`config.mk`:
```
export PLATFORM = sky130hd
export DESIGN_NAME = m_unit_arbiter
export DESIGN_NICKNAME = d
export VERILOG_FILES = /design/src/rtl/m_unit_arbiter.sv
export SDC_FILE = /design/constraint.sdc
export NUM_CORES = 1
export LEC_CHECK = 0
export BUFFER_PORTS_ARGS = -buffer_cell sky130_fd_sc_hd__buf_2
export CAP_MARGIN = 40
export CORE_MARGIN = 2
export CORE_UTILIZATION = 43
export CTS_CLUSTER_DIAMETER = 200
export DETAILED_ROUTE_END_ITERATION = 8
export PLACE_DENSITY = 0.8
export SETUP_SLACK_MARGIN = 0.05
export SYNTH_ARGS = -nofsm -noshare
export SYNTH_HDL_FRONTEND = slang
export SYNTH_SLANG_ARGS = --single-unit
```
`constraint.sdc`:
```
create_clock -name i_clk -period 2.07 [get_ports i_clk]
set_clock_uncertainty 0.2 [all_clocks]
set_input_delay 0.3105 -clock i_clk [delete_from_list [all_inputs] [get_ports i_clk]]
set_output_delay 0.3105 -clock i_clk [all_outputs]
set_load 0.02 [all_outputs]
```
`src/rtl/m_unit_arbiter.sv`:
```
`default_nettype none
// ============================================================================
// Module   : m_unit_arbiter
// Brief    : Round-robin arbiter that shares one multiply/divide (M) unit
//            among NREQ requesters. Captures the winner's operands, issues a
//            start pulse, waits for the unit to finish and returns the result
//            to the owner on a shared bus. The owner may cancel its operation
//            while it is in flight.
// Revision : 1.0 - initial release
// ============================================================================
module m_unit_arbiter #(
  parameter int XLEN = 32,
  parameter int NREQ = 2
) (
  input  logic                 i_clk,
  input  logic                 i_rst,
  input  logic [NREQ-1:0]      i_req,
  input  logic [NREQ*XLEN-1:0] i_rs1,
  input  logic [NREQ*XLEN-1:0] i_rs2,
  input  logic [NREQ*3-1:0]    i_f3,
  input  logic [NREQ-1:0]      i_kill,
  output logic [NREQ-1:0]      o_gnt,
  output logic [NREQ-1:0]      o_done,
  output logic [XLEN-1:0]      o_res,
  output logic                 o_busy,
  output logic                 o_m_start,
  output logic [2:0]           o_m_f3,
  output logic [XLEN-1:0]      o_m_rs1,
  output logic [XLEN-1:0]      o_m_rs2,
  input  logic                 i_m_done,
  input  logic [XLEN-1:0]      i_m_res
);

  localparam int c_idx_w = $clog2(NREQ);

  typedef enum logic [1:0] {
    S_IDLE  = 2'd0,
    S_ISSUE = 2'd1,
    S_WAIT  = 2'd2,
    S_RESP  = 2'd3
  } state_t;

  state_t               state_q,   state_d;
  logic [c_idx_w-1:0]   owner_q,   owner_d;
  logic [c_idx_w-1:0]   last_q,    last_d;
  logic [XLEN-1:0]      rs1_q,     rs1_d;
  logic [XLEN-1:0]      rs2_q,     rs2_d;
  logic [2:0]           f3_q,      f3_d;
  logic [XLEN-1:0]      res_q,     res_d;
  logic                 kill_q,    kill_d;
  logic [NREQ-1:0]      gnt_q,     gnt_d;
  logic [NREQ-1:0]      done_q,    done_d;
  logic                 m_start_q, m_start_d;
  logic                 busy_q,    busy_d;

  // Per-requester views of the packed operand buses
  logic [XLEN-1:0]      w_rs1 [NREQ];
  logic [XLEN-1:0]      w_rs2 [NREQ];
  logic [2:0]           w_f3  [NREQ];

  for (genvar k = 0; k < NREQ; k++) begin : g_unpack
    assign w_rs1[k] = i_rs1[k*XLEN +: XLEN];
    assign w_rs2[k] = i_rs2[k*XLEN +: XLEN];
    assign w_f3[k]  = i_f3[k*3 +: 3];
  end

  logic [c_idx_w-1:0]   w_win;
  logic                 w_any;

  // Round-robin search starting just after the previous owner, wrapping at NREQ
  always_comb begin : p_rr
    logic [c_idx_w:0] cand;
    w_win = last_q;
    w_any = 1'b0;
    cand  = '0;
    for (int i = 1; i <= NREQ; i++) begin
      cand = {1'b0, last_q} + (c_idx_w+1)'(i);
      if (cand >= (c_idx_w+1)'(NREQ)) begin
        cand = cand - (c_idx_w+1)'(NREQ);
      end
      if (!w_any && i_req[cand[c_idx_w-1:0]]) begin
        w_any = 1'b1;
        w_win = cand[c_idx_w-1:0];
      end
    end
  end

  // Next-state and next-output computation for the arbitration sequence
  always_comb begin : p_next
    logic kill_now;
    state_d   = state_q;
    owner_d   = owner_q;
    last_d    = last_q;
    rs1_d     = rs1_q;
    rs2_d     = rs2_q;
    f3_d      = f3_q;
    res_d     = res_q;
    kill_d    = kill_q;
    gnt_d     = '0;
    done_d    = '0;
    m_start_d = 1'b0;
    kill_now  = kill_q | i_kill[owner_q];

    case (state_q)
      S_IDLE: begin
        if (w_any) begin
          owner_d        = w_win;
          last_d         = w_win;
          rs1_d          = w_rs1[w_win];
          rs2_d          = w_rs2[w_win];
          f3_d           = w_f3[w_win];
          kill_d         = 1'b0;
          gnt_d[w_win]   = 1'b1;
          m_start_d      = 1'b1;
          state_d        = S_ISSUE;
        end
      end
      S_ISSUE: begin
        kill_d  = kill_now;
        state_d = S_WAIT;
      end
      S_WAIT: begin
        // A kill arriving on the completion edge still suppresses the response
        kill_d = kill_now;
        if (i_m_done) begin
          if (kill_now) begin
            state_d = S_IDLE;
          end else begin
            res_d           = i_m_res;
            done_d[owner_q] = 1'b1;
            state_d         = S_RESP;
          end
        end
      end
      S_RESP: begin
        state_d = S_IDLE;
      end
      default: begin
        state_d = S_IDLE;
      end
    endcase

    busy_d = (state_d != S_IDLE);
  end

  // State and registered-output update; reset abandons any operation
  always_ff @(posedge i_clk or negedge i_rst) begin
    if (!i_rst) begin
      state_q   <= S_IDLE;
      owner_q   <= '0;
      last_q    <= c_idx_w'(NREQ-1);
      rs1_q     <= '0;
      rs2_q     <= '0;
      f3_q      <= '0;
      res_q     <= '0;
      kill_q    <= 1'b0;
      gnt_q     <= '0;
      done_q    <= '0;
      m_start_q <= 1'b0;
      busy_q    <= 1'b0;
    end else begin
      state_q   <= state_d;
      owner_q   <= owner_d;
      last_q    <= last_d;
      rs1_q     <= rs1_d;
      rs2_q     <= rs2_d;
      f3_q      <= f3_d;
      res_q     <= res_d;
      kill_q    <= kill_d;
      gnt_q     <= gnt_d;
      done_q    <= done_d;
      m_start_q <= m_start_d;
      busy_q    <= busy_d;
    end
  end

  assign o_gnt     = gnt_q;
  assign o_done    = done_q;
  assign o_res     = res_q;
  assign o_busy    = busy_q;
  assign o_m_start = m_start_q;
  assign o_m_f3    = f3_q;
  assign o_m_rs1   = rs1_q;
  assign o_m_rs2   = rs2_q;

endmodule
`default_nettype wire

```
==> flow_summary.toml, run 1 <==
[placement]
dp_hpwl_um = 9638
io_buffers = 277
gp_congestion = 0.8137
dp_cells = 734

[floorplan]
boundaryPins = 278
die_h_um = 107.6
die_w_um = 107.6
initial_core_util_pct = 44.51
num_rows = 37

[yosys]
synth-warning-count = 0
yosys_register_bits = 110
yosys.area.top_type = "dfrtp_1"
synth_top_area_share_pct = 59.09
yosysSeqAreaShare_pct = 59.66
ys_top_cells_by_area = "dfrtp_1 59%, a221o_1 15%, and2_0 7.5%"
synth-main-ff-cell = "dfrtp_1"
syn_nets = 512
synthArstFlopShare_pct = 100.0
synth_cells = 337
synth-edff-count = 0
yosysUniqueCellTypes = 34
synth_area_mm2 = 0.004616
avgSynthCellArea_um2 = 13.70

[clock_tree]
numCtsBuffers = 9
hold_buffers = 151
cts-root-buf = "clkbuf_8"
cts_buffer_depth = 2
clock-sinks = 110
post_cts_buffers = 1
htree_num_levels = 3
post_cts_resized = 3

[outcome]
haltStage = "clock tree synthesis (4_1_cts)"
status = "aborted with a tool error"
tool.error = "[ERROR RSZ-0060] Max buffer count reached."
-- cell usage after synthesis, drive strengths merged, types with 2 or more instances --
cell type / instances
buf: 19
dfrtp: 109
clkbuf: 7
mux2: 33
inv: 5
a221o: 67
ha: 2
nor2: 5
a21oi: 3
o21ai: 2
and2: 68
nand2: 2
nor3: 2
-- through the flow --
stage	setup slack, ns	instance area (um^2)	utilization (%)
after floorplan	0.2361	4616	-
after detailed placement	0.003501	6205	59.83
after global placement	0.1268	6205	59.83
-- cell families after synthesis --
family | after synthesis | share of synthesized area [%]
muxes | 33 | 8.132
and+or+nand+nor | 83 | 11.28
buffers and inverters | 31 | 3.768
adders and majority gates | 2 | 0.5421
DFF | 110 | 59.66
AOI/OAI and AO/OA | 78 | 16.62
==> run 2, diff against run 1 <==
Settings changed: CORE_UTILIZATION 43 to 39, CTS_CLUSTER_DIAMETER 200 to default, PLACE_DENSITY 0.8 to default, PLACE_DENSITY_LB_ADDON from default to 0.15, SETUP_SLACK_MARGIN 0.05 to default.
==> run 2 against run 1 <==
The run now ends clean. Area after synthesis stayed put. Synthesized cell count stayed put.
==> flow_summary.toml, run 2 <==
[outcome]
status = "finished clean"

[yosys]
synthArstFlopShare_pct = 100.0
yosysSeqAreaShare_pct = 59.66
yosysUniqueCellTypes = 34
yosys.area.top_type = "dfrtp_1"
synthTopCellsByCount = "109 x dfrtp_1, 67 x a221o_1, 55 x and2_0"
synthMostInstantiatedCell = "dfrtp_1"
synth-warning-count = 0
syn_nets = 512
avgSynthCellArea_um2 = 13.70
synth_area_mm2 = 0.004616
yosys_register_bits = 110
synth_cells = 337
synth-main-ff-cell = "dfrtp_1"
synth_top_area_share_pct = 59.09
ys_top_cells_by_area = "dfrtp_1 59%, a221o_1 15%, and2_0 7.5%"
synth-edff-count = 0

[setup_path]
cp.required_ns = 2.09
r2r_start = "state_q[0]$_DFF_PN0_"
end_kind = "flop"
setup.worst_path.start = "state_q[0]$_DFF_PN0_"
arrival_ns = 2.03
r2r_slack_ns = 0.06
critPathKind = "flop to flop"
r2r-end = "o_res[22]$_DFFE_PN0P_"
setup.worst_path.start_class = "flop"
worstRegToRegCells = 6
path_max_fanout = 16

[routing]
dr.pass1.iters = 4
antenna_left = 0
vias_per_cell = 5.035
drt_wl_total_um = 14730
vias = 4370
drc_errors = 0
wl_per_cell_um = 16.97
drt_iter0_markers = 197

[floorplan]
core_mm2 = 0.01147
dieArea_mm2 = 0.01272
num_rows = 39
die_w_um = 112.8
initial_core_util_pct = 40.25
boundaryPins = 278
die_h_um = 112.8

[timing]
fin_crit_sh_pct = 97.14
finalSetupTns_ns = 0
final_hold_viol_count = 0
relSlewSlack_pct = 74.14
finalSetupViolCount = 0
final.min_clock_period_ns = 2.011
drv_slew = 0
rsz0062_at_grt = "yes"
worstMarginPinSlew_ns = 0.3879
worst_hold_slack_ns = 0.01136
max_freq_ghz = 0.4973

[finish]
final_cell_mix = "276 x buf_2, 110 x dlygate4sd3_1, 109 x dfrtp_1"
instances_no_fill = 868
areaGrowthSynthToFinish_pct = 65.28
design_area_mm2 = 0.007629
layout.nets = 895
antennaDiodeCount = 0
final_common_cell = "buf_2"
drive_gt1_share_pct = 47.03

[placement]
dp_cells = 740
io_buffers = 277
placed_area_mm2 = 0.006193
dp_hpwl_um = 9366
gp_congestion = 0.7702

[clock_tree]
numCtsBuffers = 9
cts_buffer_depth = 2
clock-sinks = 110
cts_tree = "done"
cts-root-buf = "clkbuf_16"
htree_num_levels = 3
path_clk_slew_ns = 0.07
insertion_delay_ns = 0.33

[grt]
grt_pass1_vias = 4681
track_usage_pct = 22.52
grt_pass1_wl_um = 22980
grt_overflow = 0
grt_max_degree = 59
grt_antenna_before_repair = 0

[flow_run]
cap_violations = 0

[power]
p_leak_nw = 3.797
p_total_mw = 10.65
powerDensity_mw_per_mm2 = 1396
vdd_drop_max_uv = 854.8

[hold_path]
hold_class = "primary input to flop"
min_delay_worst_endpoint = "o_m_rs2[16]$_DFFE_PN0P_"
hold_start = "i_rs2[16]"
hold_path_depth = 2
-- run 2: cell counts after synthesis --
Identical to the previous run, type by type.
-- run 2: through the flow --
| stage | worst slack (ns) | util (%) |
|---|---|---|
| 3_5_place_dp | 0.01476 | 54.01 |
| 3_3_place_gp | 0.1235 | 54.01 |
| 5_1_grt | -0.04027 | 66.52 |
| 4_1_cts | 0.02149 | 65.87 |
| 2_1_floorplan | 0.2361 | - |
| 6_report | 0.05912 | 66.52 |
-- run 2: routing by layer --
metal / up-vias / routed length, um / track usage [%]
met5: - / 0 / 0
met2: 227 / 7303 / 38.48
met3: 33 / 1074 / 4.713
met1: 2079 / 5897 / 27.24
li1: 2031 / - / -
met4: 0 / 459 / 10.73
-- run 2: repair_timing --
action,4_1_cts,5_1_grt
buffers inserted,0,1
endpoints found under the setup margin,1,33
endpoints found under the hold margin,100,4
pin swaps,0,1
hold buffers,106,4
gates resized for setup,1,1
gates cloned,0,1
-- run 2: kinds of logic after synthesis --
| kind of cell | share of synthesized area, % |
|---|---|
| flops | 59.66 |
| simple gates | 11.28 |
| compound gates | 16.62 |
| mux | 8.132 |
| buf+inv | 3.768 |
| fa+ha+maj | 0.5421 |
-- run 2: area by class of cell --
cell class,count,area [um^2]
well taps,143,178.9
repair buffers,398,2665
clock buffers,12,266.5
inverters,5,18.77
fillers,831,3839
flip-flops and latches,110,2754
clock inverters,4,30.03
multi-input cells,196,1715
-- run 2: critical path, stage by stage, from the launching register on --
cell	delay, ns
dfrtp_1	0.39
inv_1	0.14
ha_2	0.24
nand3b_1	0.21
nor2_8	0.17
clkbuf_16	0.20
mux2_2	0.34
-- run 2: worst max path at each step --
stage / slack (ns) / cells after the start / endpoint
global placement: 0.12 / 5 / state_q[1]$_DFF_PN0_
global route: -0.04 / 5 / state_q[1]$_DFF_PN0_
CTS: 0.02 / 6 / o_res[17]$_DFFE_PN0P_
floorplan: 0.24 / 6 / o_res[10]$_DFFE_PN0P_
detailed placement: 0.01 / 5 / state_q[1]$_DFF_PN0_
finish: 0.06 / 6 / o_res[22]$_DFFE_PN0P_
-- run 2: report_power, final --
| group | internal [mW] | switching [mW] |
|---|---|---|
| registers | 3.19 | 0.518 |
| logic | 2.33 | 2.95 |
| clock network | 0.918 | 0.755 |
(Power assumes the default switching activity.)
==> run 3, diff against run 2 <==
Settings changed: ABC_AREA from default to 1.
==> run 3 against run 2 <==
The run now ends with DRC left. Non-clock buffer count increased by 38. Critical endpoint is now o_m_rs1[3]$_DFFE_PN0P_. Via count increased by 24%. Area after synthesis increased by 0.68%. Final area grew 5.7%. Largest cell class is now buffers. Count of clock-buffer cells in the layout grew 1. Die area rose by 0.65%. Power up 3.0%.
==> flow_summary.toml, run 3 <==
[routing]
wl_per_cell_um = 15.21
drt_wl_total_um = 16950
vias = 5414
drt_iter0_markers = 455
drc_errors = 14
antenna_left = 0
dr.pass1.iters = 9
vias_per_cell = 4.860

[finish]
final_cell_mix = "277 x nand2_1, 276 x buf_2, 146 x dlygate4sd3_1"
antennaDiodeCount = 0
layout.nets = 1141
areaGrowthSynthToFinish_pct = 73.53
multi_input_area_mm2 = 0.001675
fillers = 861
seq_area_mm2 = 0.002754
drive_gt1_share_pct = 32.44
final_common_cell = "nand2_1"

[yosys]
yosysSeqAreaShare_pct = 59.26
synthTopCellsByCount = "277 x nand2_1, 109 x dfrtp_1, 102 x nand3_1"
avgSynthCellArea_um2 = 8.449
ys_top_cells_by_area = "dfrtp_1 59%, nand2_1 22%, nand3_1 11%"
syn_nets = 725
yosysUniqueCellTypes = 19
synth-edff-count = 0
synth-main-ff-cell = "dfrtp_1"
synthMostInstantiatedCell = "nand2_1"
yosys_register_bits = 110
synthArstFlopShare_pct = 100.0
synth-warning-count = 0
synth_area_mm2 = 0.004647
synth_top_area_share_pct = 58.70
synth_cells = 550
yosys.area.top_type = "dfrtp_1"

[grt]
grt_pass1_wl_um = 26140
grt_antenna_before_repair = 0
track_usage_pct = 25.54
grt_pass1_vias = 5450
grt_max_degree = 64
grt_overflow = 0

[setup_path]
setup.worst_path.start_class = "flop"
slowest_delay_ns = 0.39
path_max_fanout = 31
path_buf_inv = 4
critPathKind = "flop to flop"
cp.required_ns = 2.15
worstPathCellList = "inv_1 -> ha_2 -> inv_2 -> nor2_4 -> inv_4 -> nor2_4 -> clkbuf_16 -> nand2_1 -> nand3_1"
path_delay_family = "buffers and inverters"
arrival_ns = 2.01
cpMostUsedCell = "nor2_4"
critPathSlowestCell = "dfrtp_1"
end_kind = "flop"

[timing]
drv_slew = 0
relSlewSlack_pct = 71.40
worstMarginPinSlew_ns = 0.4290
finalSetupViolCount = 0
rsz0062_at_grt = "no"
max_freq_ghz = 0.5171
fin_crit_sh_pct = 93.43
final.min_clock_period_ns = 1.934
fin_ws_ns = 0.1360
worst_hold_slack_ns = 0.01141
final_hold_viol_count = 0
finalSetupTns_ns = 0

[power]
powerDensity_mw_per_mm2 = 1361
vdd_drop_max_uv = 947.9
p_leak_nw = 4.354

[clock_tree]
cts_tree = "done"
path_clk_slew_ns = 0.07
clock-sinks = 110
post_cts_buffers = 0
cts_buffer_depth = 2
numCtsBuffers = 9
insertion_delay_ns = 0.34
cts-root-buf = "clkbuf_16"
htree_num_levels = 3

[floorplan]
boundaryPins = 278
die_w_um = 113.2
initial_core_util_pct = 40.35
dieArea_mm2 = 0.01280
num_rows = 39
die_h_um = 113.2
core_mm2 = 0.01152

[flow_run]
cap_violations = 0

[outcome]
failed_checks = "DRC"
status = "finished with violations"

[placement]
gp_congestion = 0.8111
dp_hpwl_um = 9757
io_buffers = 277
dp_worst_setup_slack_ns = 0.1754

[hold_path]
hold_class = "primary input to flop"
[run 3: cell count changes after synthesis, sizes merged, moves of 7 or more]
| cell | change |
|---|---|
| nand3 | +102 |
| and2 | -68 |
| nand2 | +276 |
| inv | +7 |
| a221o | -67 |
| mux2 | -33 |
[run 3: worst register-to-register path, stage by stage, from the launching register on]
cell and delay (ns):
dfrtp_1 0.39, inv_1 0.13, ha_2 0.23, inv_2 0.06
nor2_4 0.16, inv_4 0.07, nor2_4 0.20, clkbuf_16 0.27
nand2_1 0.09, nand3_1 0.09
[run 3: kinds of logic (layout without fill, tap and decap cells)]
kind of cell	Yosys count	count (layout)	synth area share (%)
AND/OR/NAND/NOR	389	389	34.81
adder cells (fa/ha/maj)	2	2	0.5384
AO/OA/AOI/OAI	6	6	0.6460
buffers and inverters	43	464	4.739
flip-flops	110	110	59.26
[run 3: metal layers]
layer	share of wire (%)	GRT usage, %	routed length, um	up-vias
li1	-	-	-	2560
met1	38	29.68	6420	2507
met2	50	44.27	8528	287
met3	7.5	5.678	1272	60
met4	4.3	13.17	726	0
met5	0	0	0	-
[run 3: per-stage QoR]
stage               total power [mW]  cells  instance area, um^2  utilization [%]
floorplan                      6.826    550                 4647                -
global placement               8.454    950                 6200            53.84
detailed placement             8.599    950                 6200            53.84
CTS                            10.86   1112                 8011            69.57
global route                   11.67   1114                 8064            70.02
finish                         10.97   1114                 8064            70.02
[run 3: final timing paths]
kind	start	endpoint	slack [ns]	cells after the start
worst max-delay path	state_q[0]$_DFF_PN0_	o_m_rs1[3]$_DFFE_PN0P_	0.14	9
worst min-delay path	i_m_res[1]	o_res[1]$_DFFE_PN0P_	0.01	3
worst max register to register	state_q[0]$_DFF_PN0_	o_m_rs1[3]$_DFFE_PN0P_	0.14	9
min in group asynchronous	i_rst	o_m_rs1[4]$_DFFE_PN0P_	0.25	2
worst min register to register	owner_q$_DFFE_PN0P_	o_done[0]$_DFF_PN0_	0.26	1
max in group asynchronous	i_rst	o_m_rs2[1]$_DFFE_PN0P_	0.84	3
[run 3: final cells by class]
| type | instances | area share, % |
|---|---|---|
| timing repair buffer | 436 | 37.92 |
| sequential | 110 | 34.15 |
| multi-input combinational | 397 | 20.78 |
| clock buffer | 13 | 3.227 |
| tap | 143 | 2.219 |
| clock inverter | 3 | 1.117 |
| inverter | 12 | 0.5896 |
[run 3: repair_timing]
action / CTS / global route
hold buffers: 146 / 0
hold endpoints to repair: 111 / 0
setup endpoints to repair: 0 / 19
resized for setup: 0 / 1
[run 3: where the power goes]
part	total, mW	internal [mW]	switching, mW
clock network	2.00	1.25	0.747
logic	5.30	1.89	3.41
registers	3.68	3.16	0.517
total	11.0	6.30	4.67
==> run 4, diff against run 3 <==
Settings changed: HOLD_SLACK_MARGIN from default to 0.06, PLACE_DENSITY from default to 0.78, PLACE_DENSITY_LB_ADDON 0.15 to default.
==> run 4 against run 3 <==
The flow still finishes with violations (DRC). Via count increased by 6.1%. Die area unchanged. Combinational power about the same. Global-route usage increased by 2.1 points. Register-to-register slack improved by 0.04 ns. Sequential power increased by 1%. Power decreased by 3.0%. Maximum frequency increased by 2.2%. Final area increased by 0.99%. Worst setup slack improved by 0.041 ns. Highest routed layer unchanged. Clock power decreased by 18%. Largest power group unchanged.
==> flow_summary.toml, run 4 (same netlist as run 3, synthesis figures left out) <==
[timing]
final_hold_viol_count = 0
fin_crit_sh_pct = 91.43
fin_ws_ns = 0.1774
final.min_clock_period_ns = 1.893
max_freq_ghz = 0.5284
drv_slew = 0
finalSetupTns_ns = 0
worstMarginPinSlew_ns = 0.4773
rsz0062_at_grt = "no"
relSlewSlack_pct = 68.18
worst_hold_slack_ns = 0.1155
finalSetupViolCount = 0

[grt]
grt_overflow = 0
grt_max_degree = 48
track_usage_pct = 27.67
grt_antenna_before_repair = 0
grt_pass1_wl_um = 27950
grt_pass1_vias = 5762

[finish]
design_area_mm2 = 0.008144
drive_gt1_share_pct = 31.69
instances_no_fill = 1134
final_cell_mix = "277 x nand2_1, 276 x buf_2, 167 x dlygate4sd3_1"
final_common_cell = "nand2_1"
areaGrowthSynthToFinish_pct = 75.26
layout.nets = 1161
antennaDiodeCount = 0
final_util_pct = 70.72

[routing]
drt_wl_total_um = 18090
dr.pass1.iters = 8
wl_per_cell_um = 15.95
vias = 5742
drt_iter0_markers = 643
antenna_left = 0
drc_errors = 19
vias_per_cell = 5.063

[setup_path]
slowest_delay_ns = 0.37
setup.worst_path.start_class = "flop"
arrival_ns = 1.97
cpMostUsedCell = "nor2_4"
path_max_fanout = 23
cp.required_ns = 2.15
critPathSlowestCell = "dfrtp_1"
critPathKind = "flop to flop"
end_kind = "flop"
path_buf_inv = 4
worstPathCellList = "inv_1 -> ha_1 -> inv_2 -> nor2_4 -> inv_4 -> nor2_4 -> buf_4 -> nand2_1 -> nand3_1"
path_delay_family = "buffers and inverters"

[placement]
io_buffers = 277
dp_worst_setup_slack_ns = 0.1831
gp_congestion = 0.8062
placed_area_mm2 = 0.006182
dp_cells = 951
dp_hpwl_um = 9834

[power]
p_leak_nw = 4.387
p_int_mw = 5.884
p_seq_share_pct = 35.0
vdd_drop_max_uv = 685.6
switchingPower_mw = 4.760
p_sw_share_pct = 44.72
comb_power_share_pct = 49.5
power_frac_clock_pct = 15.5
p_total_mw = 10.64
powerDensity_mw_per_mm2 = 1307

[hold_path]
hold_class = "primary input to flop"

[outcome]
status = "finished with violations"
failed_checks = "DRC"

[clock_tree]
insertion_delay_ns = 0.34
post_cts_buffers = 0
clock-sinks = 110
htree_num_levels = 3
cts_buffer_depth = 2
numCtsBuffers = 9
path_clk_slew_ns = 0.07
cts_tree = "done"
cts-root-buf = "clkbuf_16"

[floorplan]
num_rows = 39
boundaryPins = 278
initial_core_util_pct = 40.35
core_mm2 = 0.01152
dieArea_mm2 = 0.01280
die_w_um = 113.2
die_h_um = 113.2

[flow_run]
cap_violations = 0
-- run 4: layout make-up --
type / instances / area, um^2
flip-flops and latches: 110 / 2754
repair buffers: 456 / 3204
fillers: 795 / 3372
well taps: 143 / 178.9
clock inverters: 4 / 30.03
inverters: 12 / 47.55
clock buffers: 12 / 256.5
multi-input cells: 397 / 1673
-- run 4: metal layers --
layer  share of wire (%)  GRT usage, %  routed length (um)
met1                  36         30.65                6519
met5                   0             0                   0
met3                 8.1         5.303                1467
met2                  50         48.54                8975
met4                 6.2         17.89                1126
-- run 4: power groups by stage --
stage	sequential, mW	combinational [mW]	clock (mW)
after floorplan	4.84	1.99	0
after global placement	3.67	4.78	0
after detailed placement	3.66	4.89	0
after CTS	3.66	5.13	1.69
after global routing	3.81	5.70	1.77
final	3.73	5.27	1.65
-- run 4: final timing paths --
path | cells past startpoint | end | from | slack (ns)
worst max-delay path | 9 | o_m_rs1[0]$_DFFE_PN0P_ | state_q[0]$_DFF_PN0_ | 0.18
min in group asynchronous | 2 | o_res[27]$_DFFE_PN0P_ | i_rst | 0.20
worst min register to register | 2 | o_res[27]$_DFFE_PN0P_ | o_res[27]$_DFFE_PN0P_ | 0.27
worst max register to register | 9 | o_m_rs1[0]$_DFFE_PN0P_ | state_q[0]$_DFF_PN0_ | 0.18
max in group asynchronous | 3 | o_m_rs1[28]$_DFFE_PN0P_ | i_rst | 0.92
worst min-delay path | 3 | o_m_start$_DFF_PN0_ | i_req[0] | 0.12
-- run 4: worst reg2reg max path, cell delays in order (launching register included) --
cell,delay (ns)
dfrtp_1,0.37
inv_1,0.11
ha_1,0.23
inv_2,0.07
nor2_4,0.16
inv_4,0.07
nor2_4,0.11
buf_4,0.28
nand2_1,0.15
nand3_1,0.10
-- run 4: timing repair --
item	CTS	global route
hold endpoints to repair	209	0
gates resized for setup	0	1
setup endpoints to repair	0	4
hold buffers	167	0
